### config.mk
export PLATFORM = sky130hd
export DESIGN_NAME = ahblite_uart_tx
export DESIGN_NICKNAME = d
export VERILOG_FILES = /design/src/rtl/ahblite_uart_tx.sv
export SDC_FILE = /design/constraint.sdc
export NUM_CORES = 1
export LEC_CHECK = 0
export ABC_AREA = 1
export CAP_MARGIN = 0
export CORE_UTILIZATION = 36
export DETAILED_ROUTE_END_ITERATION = 10
export PLACE_DENSITY = 0.66
export SLEW_MARGIN = 20
export SYNTH_ARGS = -nofsm -noshare
export SYNTH_HDL_FRONTEND = slang
export SYNTH_SLANG_ARGS = --single-unit
### constraint.sdc
create_clock -name HCLK -period 3.1 [get_ports HCLK]
set_input_delay 0.465 -clock HCLK [delete_from_list [all_inputs] [get_ports HCLK]]
set_output_delay 0.465 -clock HCLK [all_outputs]
set_load 0.1 [all_outputs]
### src/rtl/ahblite_uart_tx.sv
// AHB-Lite UART transmitter: CPU-fed TX FIFO serialised as 8N1 frames on TXD,
// with full-FIFO wait states, two-cycle ERROR responses and an empty interrupt.
module ahblite_uart_tx #(
   parameter int          FIFO_DEPTH  = 8,
   parameter logic [15:0] DEFAULT_DIV = 16'd433
) (
   input  logic        HCLK,
   input  logic        HRESETn,
   input  logic        HSEL,
   input  logic [31:0] HADDR,
   input  logic [1:0]  HTRANS,
   input  logic [2:0]  HSIZE,
   input  logic        HWRITE,
   input  logic [31:0] HWDATA,
   input  logic        HREADY,
   output logic        HREADYOUT,
   output logic        HRESP,
   output logic [31:0] HRDATA,
   output logic        TXD,
   output logic        IRQ
);
   localparam int AW = $clog2(FIFO_DEPTH);
   localparam int CW = AW + 1;

   localparam logic [1:0] ADDR_DATA   = 2'd0;
   localparam logic [1:0] ADDR_STATUS = 2'd1;
   localparam logic [1:0] ADDR_BAUD   = 2'd2;
   localparam logic [1:0] ADDR_CTRL   = 2'd3;

   typedef enum logic [1:0] {IDLE, START, DATA, STOP} txState_t;

   logic          dphValid_q, dphWrite_q, err1_q, err2_q;
   logic [1:0]    dphAddr_q;
   logic [1:0]    ctrl_q;
   logic [15:0]   baudDiv_q;
   logic [7:0]    fifoMem_q [FIFO_DEPTH];
   logic [AW-1:0] wrPtr_q, rdPtr_q;
   logic [CW-1:0] count_q;
   txState_t      state_q, state_d;
   logic [7:0]    shift_q, shift_d;
   logic [2:0]    bitCnt_q, bitCnt_d;
   logic [15:0]   baudCnt_q, baudCnt_d;
   logic [15:0]   frameDiv_q, frameDiv_d;
   logic          txd_q, txd_d;
   logic          irq_q;

   logic addrPhase, illegal, fifoFull, fifoEmpty, dataWr, stall, wrDone;
   logic push, pop, canPop, txBusy;
   logic [31:0] statusWord;
   logic unusedBits;

   assign unusedBits = ^{HADDR[31:4], HADDR[1:0], HTRANS[0], HWDATA[31:16]};

   assign addrPhase = HSEL & HREADY & HTRANS[1];
   assign illegal   = (HSIZE != 3'b010) | (HWRITE & (HADDR[3:2] == ADDR_STATUS));
   assign fifoFull  = (count_q == CW'(FIFO_DEPTH));
   assign fifoEmpty = (count_q == '0);
   assign txBusy    = (state_q != IDLE);
   assign canPop    = ctrl_q[0] & ~fifoEmpty;

   // A DATA write into a full FIFO is held off; everything else completes at once.
   assign dataWr    = dphValid_q & dphWrite_q;
   assign stall     = dataWr & (dphAddr_q == ADDR_DATA) & fifoFull;
   assign wrDone    = dataWr & ~stall;
   assign push      = wrDone & (dphAddr_q == ADDR_DATA);

   assign HREADYOUT = ~err1_q & ~stall;
   assign HRESP     = err1_q | err2_q;
   assign TXD       = txd_q;
   assign IRQ       = irq_q;

   // Track the data phase of a legal transfer, or walk the two ERROR cycles for an illegal one.
   always_ff @(posedge HCLK or negedge HRESETn) begin
      if (!HRESETn) begin
         dphValid_q <= 1'b0;
         dphWrite_q <= 1'b0;
         dphAddr_q  <= 2'd0;
         err1_q     <= 1'b0;
         err2_q     <= 1'b0;
      end else begin
         if (HREADY) begin
            dphValid_q <= addrPhase & ~illegal;
            dphWrite_q <= HWRITE;
            dphAddr_q  <= HADDR[3:2];
         end
         err1_q <= addrPhase & illegal;
         err2_q <= err1_q;
      end
   end

   // Configuration registers are written when their data phase completes.
   always_ff @(posedge HCLK or negedge HRESETn) begin
      if (!HRESETn) begin
         ctrl_q    <= 2'b01;
         baudDiv_q <= DEFAULT_DIV;
      end else begin
         if (wrDone && dphAddr_q == ADDR_BAUD) baudDiv_q <= HWDATA[15:0];
         if (wrDone && dphAddr_q == ADDR_CTRL) ctrl_q <= HWDATA[1:0];
      end
   end

   // FIFO storage needs no reset; only the pointers and count define its contents.
   always_ff @(posedge HCLK) begin
      if (push) fifoMem_q[wrPtr_q] <= HWDATA[7:0];
   end

   // FIFO pointers wrap naturally; a simultaneous push and pop leaves the count alone.
   always_ff @(posedge HCLK or negedge HRESETn) begin
      if (!HRESETn) begin
         wrPtr_q <= '0;
         rdPtr_q <= '0;
         count_q <= '0;
      end else begin
         if (push) wrPtr_q <= wrPtr_q + AW'(1);
         if (pop)  rdPtr_q <= rdPtr_q + AW'(1);
         case ({push, pop})
            2'b10:   count_q <= count_q + CW'(1);
            2'b01:   count_q <= count_q - CW'(1);
            default: count_q <= count_q;
         endcase
      end
   end

   // Transmitter state, shift register, bit timing and registered serial line.
   always_ff @(posedge HCLK or negedge HRESETn) begin
      if (!HRESETn) begin
         state_q    <= IDLE;
         shift_q    <= 8'd0;
         bitCnt_q   <= 3'd0;
         baudCnt_q  <= 16'd0;
         frameDiv_q <= 16'd0;
         txd_q      <= 1'b1;
         irq_q      <= 1'b0;
      end else begin
         state_q    <= state_d;
         shift_q    <= shift_d;
         bitCnt_q   <= bitCnt_d;
         baudCnt_q  <= baudCnt_d;
         frameDiv_q <= frameDiv_d;
         txd_q      <= txd_d;
         irq_q      <= ctrl_q[1] & fifoEmpty & ~txBusy;
      end
   end

   // Frame sequencing; the divider is sampled once per frame and a new frame may follow STOP directly.
   always_comb begin
      state_d    = state_q;
      shift_d    = shift_q;
      bitCnt_d   = bitCnt_q;
      baudCnt_d  = baudCnt_q;
      frameDiv_d = frameDiv_q;
      pop        = 1'b0;
      case (state_q)
         IDLE: begin
            if (canPop) begin
               pop        = 1'b1;
               shift_d    = fifoMem_q[rdPtr_q];
               baudCnt_d  = baudDiv_q;
               frameDiv_d = baudDiv_q;
               state_d    = START;
            end
         end
         START: begin
            if (baudCnt_q == 16'd0) begin
               baudCnt_d = frameDiv_q;
               bitCnt_d  = 3'd0;
               state_d   = DATA;
            end else begin
               baudCnt_d = baudCnt_q - 16'd1;
            end
         end
         DATA: begin
            if (baudCnt_q == 16'd0) begin
               baudCnt_d = frameDiv_q;
               if (bitCnt_q == 3'd7) begin
                  state_d = STOP;
               end else begin
                  shift_d  = {1'b0, shift_q[7:1]};
                  bitCnt_d = bitCnt_q + 3'd1;
               end
            end else begin
               baudCnt_d = baudCnt_q - 16'd1;
            end
         end
         STOP: begin
            if (baudCnt_q == 16'd0) begin
               if (canPop) begin
                  pop        = 1'b1;
                  shift_d    = fifoMem_q[rdPtr_q];
                  baudCnt_d  = baudDiv_q;
                  frameDiv_d = baudDiv_q;
                  state_d    = START;
               end else begin
                  state_d = IDLE;
               end
            end else begin
               baudCnt_d = baudCnt_q - 16'd1;
            end
         end
         default: state_d = IDLE;
      endcase
      case (state_d)
         START:   txd_d = 1'b0;
         DATA:    txd_d = shift_d[0];
         default: txd_d = 1'b1;
      endcase
   end

   // Read data is driven only during a legal read data phase.
   always_comb begin
      statusWord            = 32'd0;
      statusWord[0]         = txBusy;
      statusWord[1]         = fifoFull;
      statusWord[2]         = fifoEmpty;
      statusWord[8 +: CW]   = count_q;
      HRDATA                = 32'd0;
      if (dphValid_q && !dphWrite_q) begin
         case (dphAddr_q)
            ADDR_STATUS: HRDATA = statusWord;
            ADDR_BAUD:   HRDATA = {16'd0, baudDiv_q};
            ADDR_CTRL:   HRDATA = {30'd0, ctrl_q};
            default:     HRDATA = 32'd0;
         endcase
      end
   end
endmodule

After elaboration in Yosys (flattened, before gate mapping)
Memory sizes are Yosys's and may differ from the RTL's. Cells that the tools add are included. Widths: inputs -> output; s select.

Memories kept: 1. Bits in writable memories: 64. Logic and storage cells: 113. Register bits after elaboration: 81. Output and inout port bits: 36. Bits of input ports: 74.

Memories: fifoMem_q (depth 8, width 8, rd ports 1, clocked after Yosys merged registers in 0, write ports 1, RTL line 36) `logic [7:0] fifoMem_q [FIFO_DEPTH];`.

Bitwise gates (word level): 21. Equal/unequal tests: 18. Reductions and logical operators: 17. Muxes and demuxes: 32. Add/subtract/negate cells: 6.

Operators by type and width (number): $mux 16 (6); $pmux 16 s3 (2); $mux 8 (4); $pmux 16 s2 (1); $pmux 8 s3 (1); $logic_not 16->1 (1); $sub 16x1->16 const B (1); $and 1x1->1 (14); $eq 2x2->1 const B (6); $eq 2x1->1 const B (5); $mux 2 (5); $add 3x1->3 const B (3); $mux 3 (3); $ne 2x2->1 const B (4); $pmux 2 s4 (1); $pmux 4 s2 (1); $reduce_and 4->1 (2); $reduce_bool 2->1 (4); $pmux 3 s2 (1); $mux 1 (5); $not 1->1 (5); $add 4x1->4 const B (1); $eq 4x4->1 const B (1); $logic_not 2->1 (2); 11 further kinds (15).

Logic depth before layout (Yosys ltp)
Depth in word-level cells: 8. Gate-level depth with buffers: 17. Mapped depth without buffers: 17.

Least setup slack after synthesis
Ideal clock, no wire load.

Kind: reg2out. From: register dphAddr_q[1]. To: output port HRDATA[12]. Slack: -0.366 ns. Arrival time: 3.001 ns. Cell stages (with the launch flop): 6. Required time: 2.635 ns. Path buffers: 1. Cells stage by stage: dfrtp_1 inv_1 nor2_1 inv_1 clkbuf_1 nor3_1.

Longest elaborated chain between the ends: 3. Elaborated cells on any way between the ends: 5. Classes of those cells: eq/ne (3); mux (2).

Ends and longest elaborated chain: start: declaration (RTL line 33) `logic [1:0] dphAddr_q;`; start signal: assignment (RTL line 84) `dphAddr_q <= HADDR[3:2];`; $eq 2x2->1 or $eq 2x1->1 (tied branches) (RTL line 218) `case (dphAddr_q)`; $pmux 16 s3 (*) (RTL line 218); $mux 16 (*) (RTL line 217) `if (dphValid_q && !dphWrite_q) begin`; end: declaration (RTL line 18) `output logic [31:0] HRDATA,`.

Every way passes the cells marked *; elsewhere a longest branch is shown, timed or not.

Worst setup path after layout
From: register baudCnt_q[0]. To: register count_q[3].

Longest elaborated chain between the ends: 5. Elaborated cells on any way between the ends: 7. Classes of those cells: eq/ne (2); mux (3); reduce/logical (2).

Ends and longest elaborated chain: start: declaration (RTL line 42) `logic [15:0] baudCnt_q, baudCnt_d;`; start signal: assignment (RTL line 138) `baudCnt_q <= baudCnt_d;`; $logic_not 16->1 (*) (RTL line 186) `if (baudCnt_q == 16'd0) begin`; $mux 1 (*) (RTL line 186); $pmux 1 s2 (*) (RTL line 153) `case (state_q)`; net pop (RTL line 48) `logic push, pop, canPop, txBusy;`; $eq 2x1->1 or $eq 2x2->1 (tied branches) (RTL line 116) `case ({push, pop})`; $pmux 4 s2 or $reduce_bool 2->1 (tied branches); end signal: assignment (RTL line 117) `2'b10: count_q <= count_q + CW'(1);`; end signal: assignment (RTL line 118) `2'b01: count_q <= count_q - CW'(1);`; end signal: assignment (RTL line 119) `default: count_q <= count_q;`; end: declaration (RTL line 38) `logic [CW-1:0] count_q;`.

Mark *: on every way through the listed nets, which the timed path passes. The rest lies on a longest branch. A chain may end at the register's enable or synchronous reset.

==> impl_metrics.py <==
metrics = {
    "run_status": {
        "status": "finished clean",
    },
    "worst_setup_path": {
        "r2r-start": "baudCnt_q[0]$_DFF_PN0_",
        "ff2ff_setup_slack_ns": 0.50,
        "crit_family": "simple AND/OR/NAND/NOR gates",
        "rr_worst_depth": 15,
        "cpMaxStageDelayCell": "dfrtp_1",
        "endpoint": "count_q[3]$_DFFE_PN0P_",
        "max_stage_delay_ns": 0.35,
        "r2r-end": "count_q[3]$_DFFE_PN0P_",
        "critPathBufInv": 1,
        "cp.required_ns": 3.45,
        "cp_max_fo": 6,
        "startpoint_type": "flip-flop",
        "worst-path-stages": 15,
        "crit_type": "flip-flop to flip-flop",
        "arrival_ns": 2.94,
        "critical_path.cell_chain": "inv_1, ha_1, nand2_1, nor2_4, nand3_2, nand2_2, nand2_2, nor2_4, ha_1, xor2_1, nand3_1, nand2_1, a21oi_1, o21ai_0, xor2_1",
        "end_kind": "flip-flop",
        "crit_path_start": "baudCnt_q[0]$_DFF_PN0_",
    },
    "timing": {
        "setup_violations": 0,
        "setup_slack_ns": 0.505,
        "slew_headroom_pct": 34.7,
        "finClkSkew_ns": 0.0102,
        "hold_violations": 0,
        "period_minus_slack_ns": 2.60,
        "worstMarginPinSlew_ns": 0.976,
        "finalSetupTns_ns": 0,
        "hold_ws_ns": 0.106,
        "slew_violations": 0,
        "fmax_mhz": 385,
        "rsz0062_at_grt": "no",
        "fin_crit_sh_pct": 83.7,
    },
    "clocking": {
        "holdBufCountCts": 0,
        "clk_path_buf_depth": 2,
        "cts_sinks": 145,
        "clk_pin_slew_ns": 0.06,
        "cts_tree": "yes",
        "clk-insertion-delay-late_ns": 0.42,
        "cts_buffers": 17,
        "htreeDepth": 4,
        "cts_root_buffer": "clkbuf_16",
        "postCtsSetupBuffers": 0,
        "ctsResizeCount": 0,
    },
    "synth": {
        "yosysWarnings": 0,
        "ys_seq_area_share_pct": 55.7,
        "synth_area_um2": 7100,
        "synth_cell_types": 40,
        "synth-edff-count": 64,
        "synthArstFlopShare_pct": 55.9,
        "netlist_instances": 791,
        "ys_seq_elements": 145,
        "ys.flop_type": "dfrtp_1",
        "syn_avg_cell_area_um2": 8.98,
    },
    "detailed_routing": {
        "drc": 0,
        "wire_per_inst_um": 14.3,
        "wl_um": 16100,
        "vias": 5454,
        "dr.pass1.iters": 5,
        "detail-route-antenna-nets": 0,
        "viasPerCell": 4.85,
        "dr.first_iter.drc_count": 356,
    },
    "global_route": {
        "gr-usage-met2_pct": 27.8,
        "antenna_found_initial": 0,
        "grt_overflow": 0,
        "grt.busiest_layer": "met2",
        "grt_pass1_vias": 5203,
        "grt_pass1_wl_um": 26400,
        "grt.met1_usage_pct": 21.9,
        "use_met3_pct": 3.40,
        "grt_max_degree": 81,
        "grtUsageTotal_pct": 17.0,
    },
    "floorplanning": {
        "dieArea_um2": 20300,
        "die_y_um": 142,
        "start_util_pct": 36.6,
        "rows": 51,
        "boundaryPins": 110,
        "fp.dieW_um": 142,
        "core_area_um2": 19400,
    },
    "place": {
        "numPortBuffers": 46,
        "routabilityCongestion": 0.796,
        "dpl.hpwl_um": 11000,
        "dpl-instance-area_um2": 7790,
        "pre_cts_ws_ns": 0.521,
    },
    "layout": {
        "finalNetCount": 935,
        "drive_gt1_share_pct": 12.3,
        "syn2layout_area_growth_pct": 18.9,
        "final_cell_mix": "nand2_1, nor2_1, o21ai_0",
        "final_area_um2": 8440,
        "final_common_cell": "nand2_1",
        "diodes": 0,
    },
    "pwr": {
        "leakagePower_nw": 3.58,
        "fin_total_pwr_w": 0.00760,
        "powerDensity_nw_per_um2": 900,
        "irDropWorstVdd_v": 0.000418,
    },
    "hold_path": {
        "worstHoldPathType": "primary input to async pin",
    },
    "run": {
        "cap_viol_max_count": 0,
    },
}
-- routing by layer --
layer / vias to the layer above / share of wire (%) / routed length [um]
met5: - / 0 / 0
met2: 140 / 47 / 7650
li1: 2711 / - / -
met1: 2580 / 47 / 7520
met4: 0 / 1.9 / 312
met3: 23 / 3.9 / 635
-- per-stage QoR --
stage	cells	utilization, %
6_report	1125	43.5
5_1_grt	1125	43.5
4_1_cts	1125	43.5
3_5_place_dp	1093	40.2
3_3_place_gp	1093	40.2
2_1_floorplan	806	-
-- layout make-up --
| class | count | area (um2) |
|---|---|---|
| inverter | 64 | 240 |
| clock buffer | 19 | 443 |
| fill | 1869 | 11000 |
| sequential | 145 | 3960 |
| multi-input combinational | 556 | 2720 |
| clock inverter | 13 | 209 |
| timing repair buffer | 63 | 542 |
| tap | 265 | 332 |
-- worst min path at each step --
stage	start	slack, ns	cells after the start	to
floorplan	HRESETn	0.17	0	IRQ$_DFF_PN0_
global placement	err1_q$_DFF_PN0_	0.39	0	err2_q$_DFF_PN0_
detailed placement	err1_q$_DFF_PN0_	0.38	0	err2_q$_DFF_PN0_
CTS	HRESETn	0.28	1	frameDiv_q[9]$_DFFE_PN0P_
global route	HRESETn	0.16	1	baudDiv_q[14]$_DFFE_PN0P_
finish	HRESETn	0.11	1	frameDiv_q[9]$_DFFE_PN0P_
-- cells by family after synthesis --
logic type	Yosys count	synth area share [%]
buf+inv	105	6.76
other cells	1	0.0528
compound gates	160	12.1
simple gates	349	20.8
mux	1	0.159
flops	145	55.7
fa+ha+maj	14	2.47
xor+xnor	16	1.97
-- registers in the layout (all words and copies together), names as in the netlist, 2 cells and up --
signal / count
frameDiv_q: 16
dphAddr_q: 2
fifoMem_q: 64
count_q: 4
ctrl_q: 2
state_q: 2
rdPtr_q: 3
baudDiv_q: 16
shift_q: 8
bitCnt_q: 3
baudCnt_q: 16
wrPtr_q: 3
-- Yosys cell counts (3+ instances only) --
master      n  area, um2
inv_2       6       22.5
nand2_1   179        672
inv_1      57        214
buf_2      12       60.1
xor2_1     13        114
nor2_4      4       45.0
clkbuf_1    9       33.8
nand3_1    31        155
o211ai_1   10       75.1
buf_4      17        128
nor2_1     95        357
dfstp_2     7        184
dfrtp_1    74       1850
o22ai_1     6       37.5
xnor2_1     3       26.3
o21ai_2     3       26.3
edfxtp_1   64       1920
a21oi_1    38        190
or2_2       3       18.8
nor2_2      4       25.0
ha_1       14        175
nand2_2     6       37.5
o21ai_0    82        410
o21ai_1    16       80.1
nor3_1     17       85.1
-- power by group --
| group | leakage [nW] | total, W | switching [W] | internal [W] |
|---|---|---|---|---|
| registers | 1.57 | 0.00268 | 0.000284 | 0.00240 |
| clock network | 0.311 | 0.00224 | 0.000792 | 0.00145 |
| logic | 1.70 | 0.00268 | 0.00183 | 0.000855 |
| total | 3.58 | 0.00760 | 0.00290 | 0.00470 |
Power figures use the tool's default switching activity.
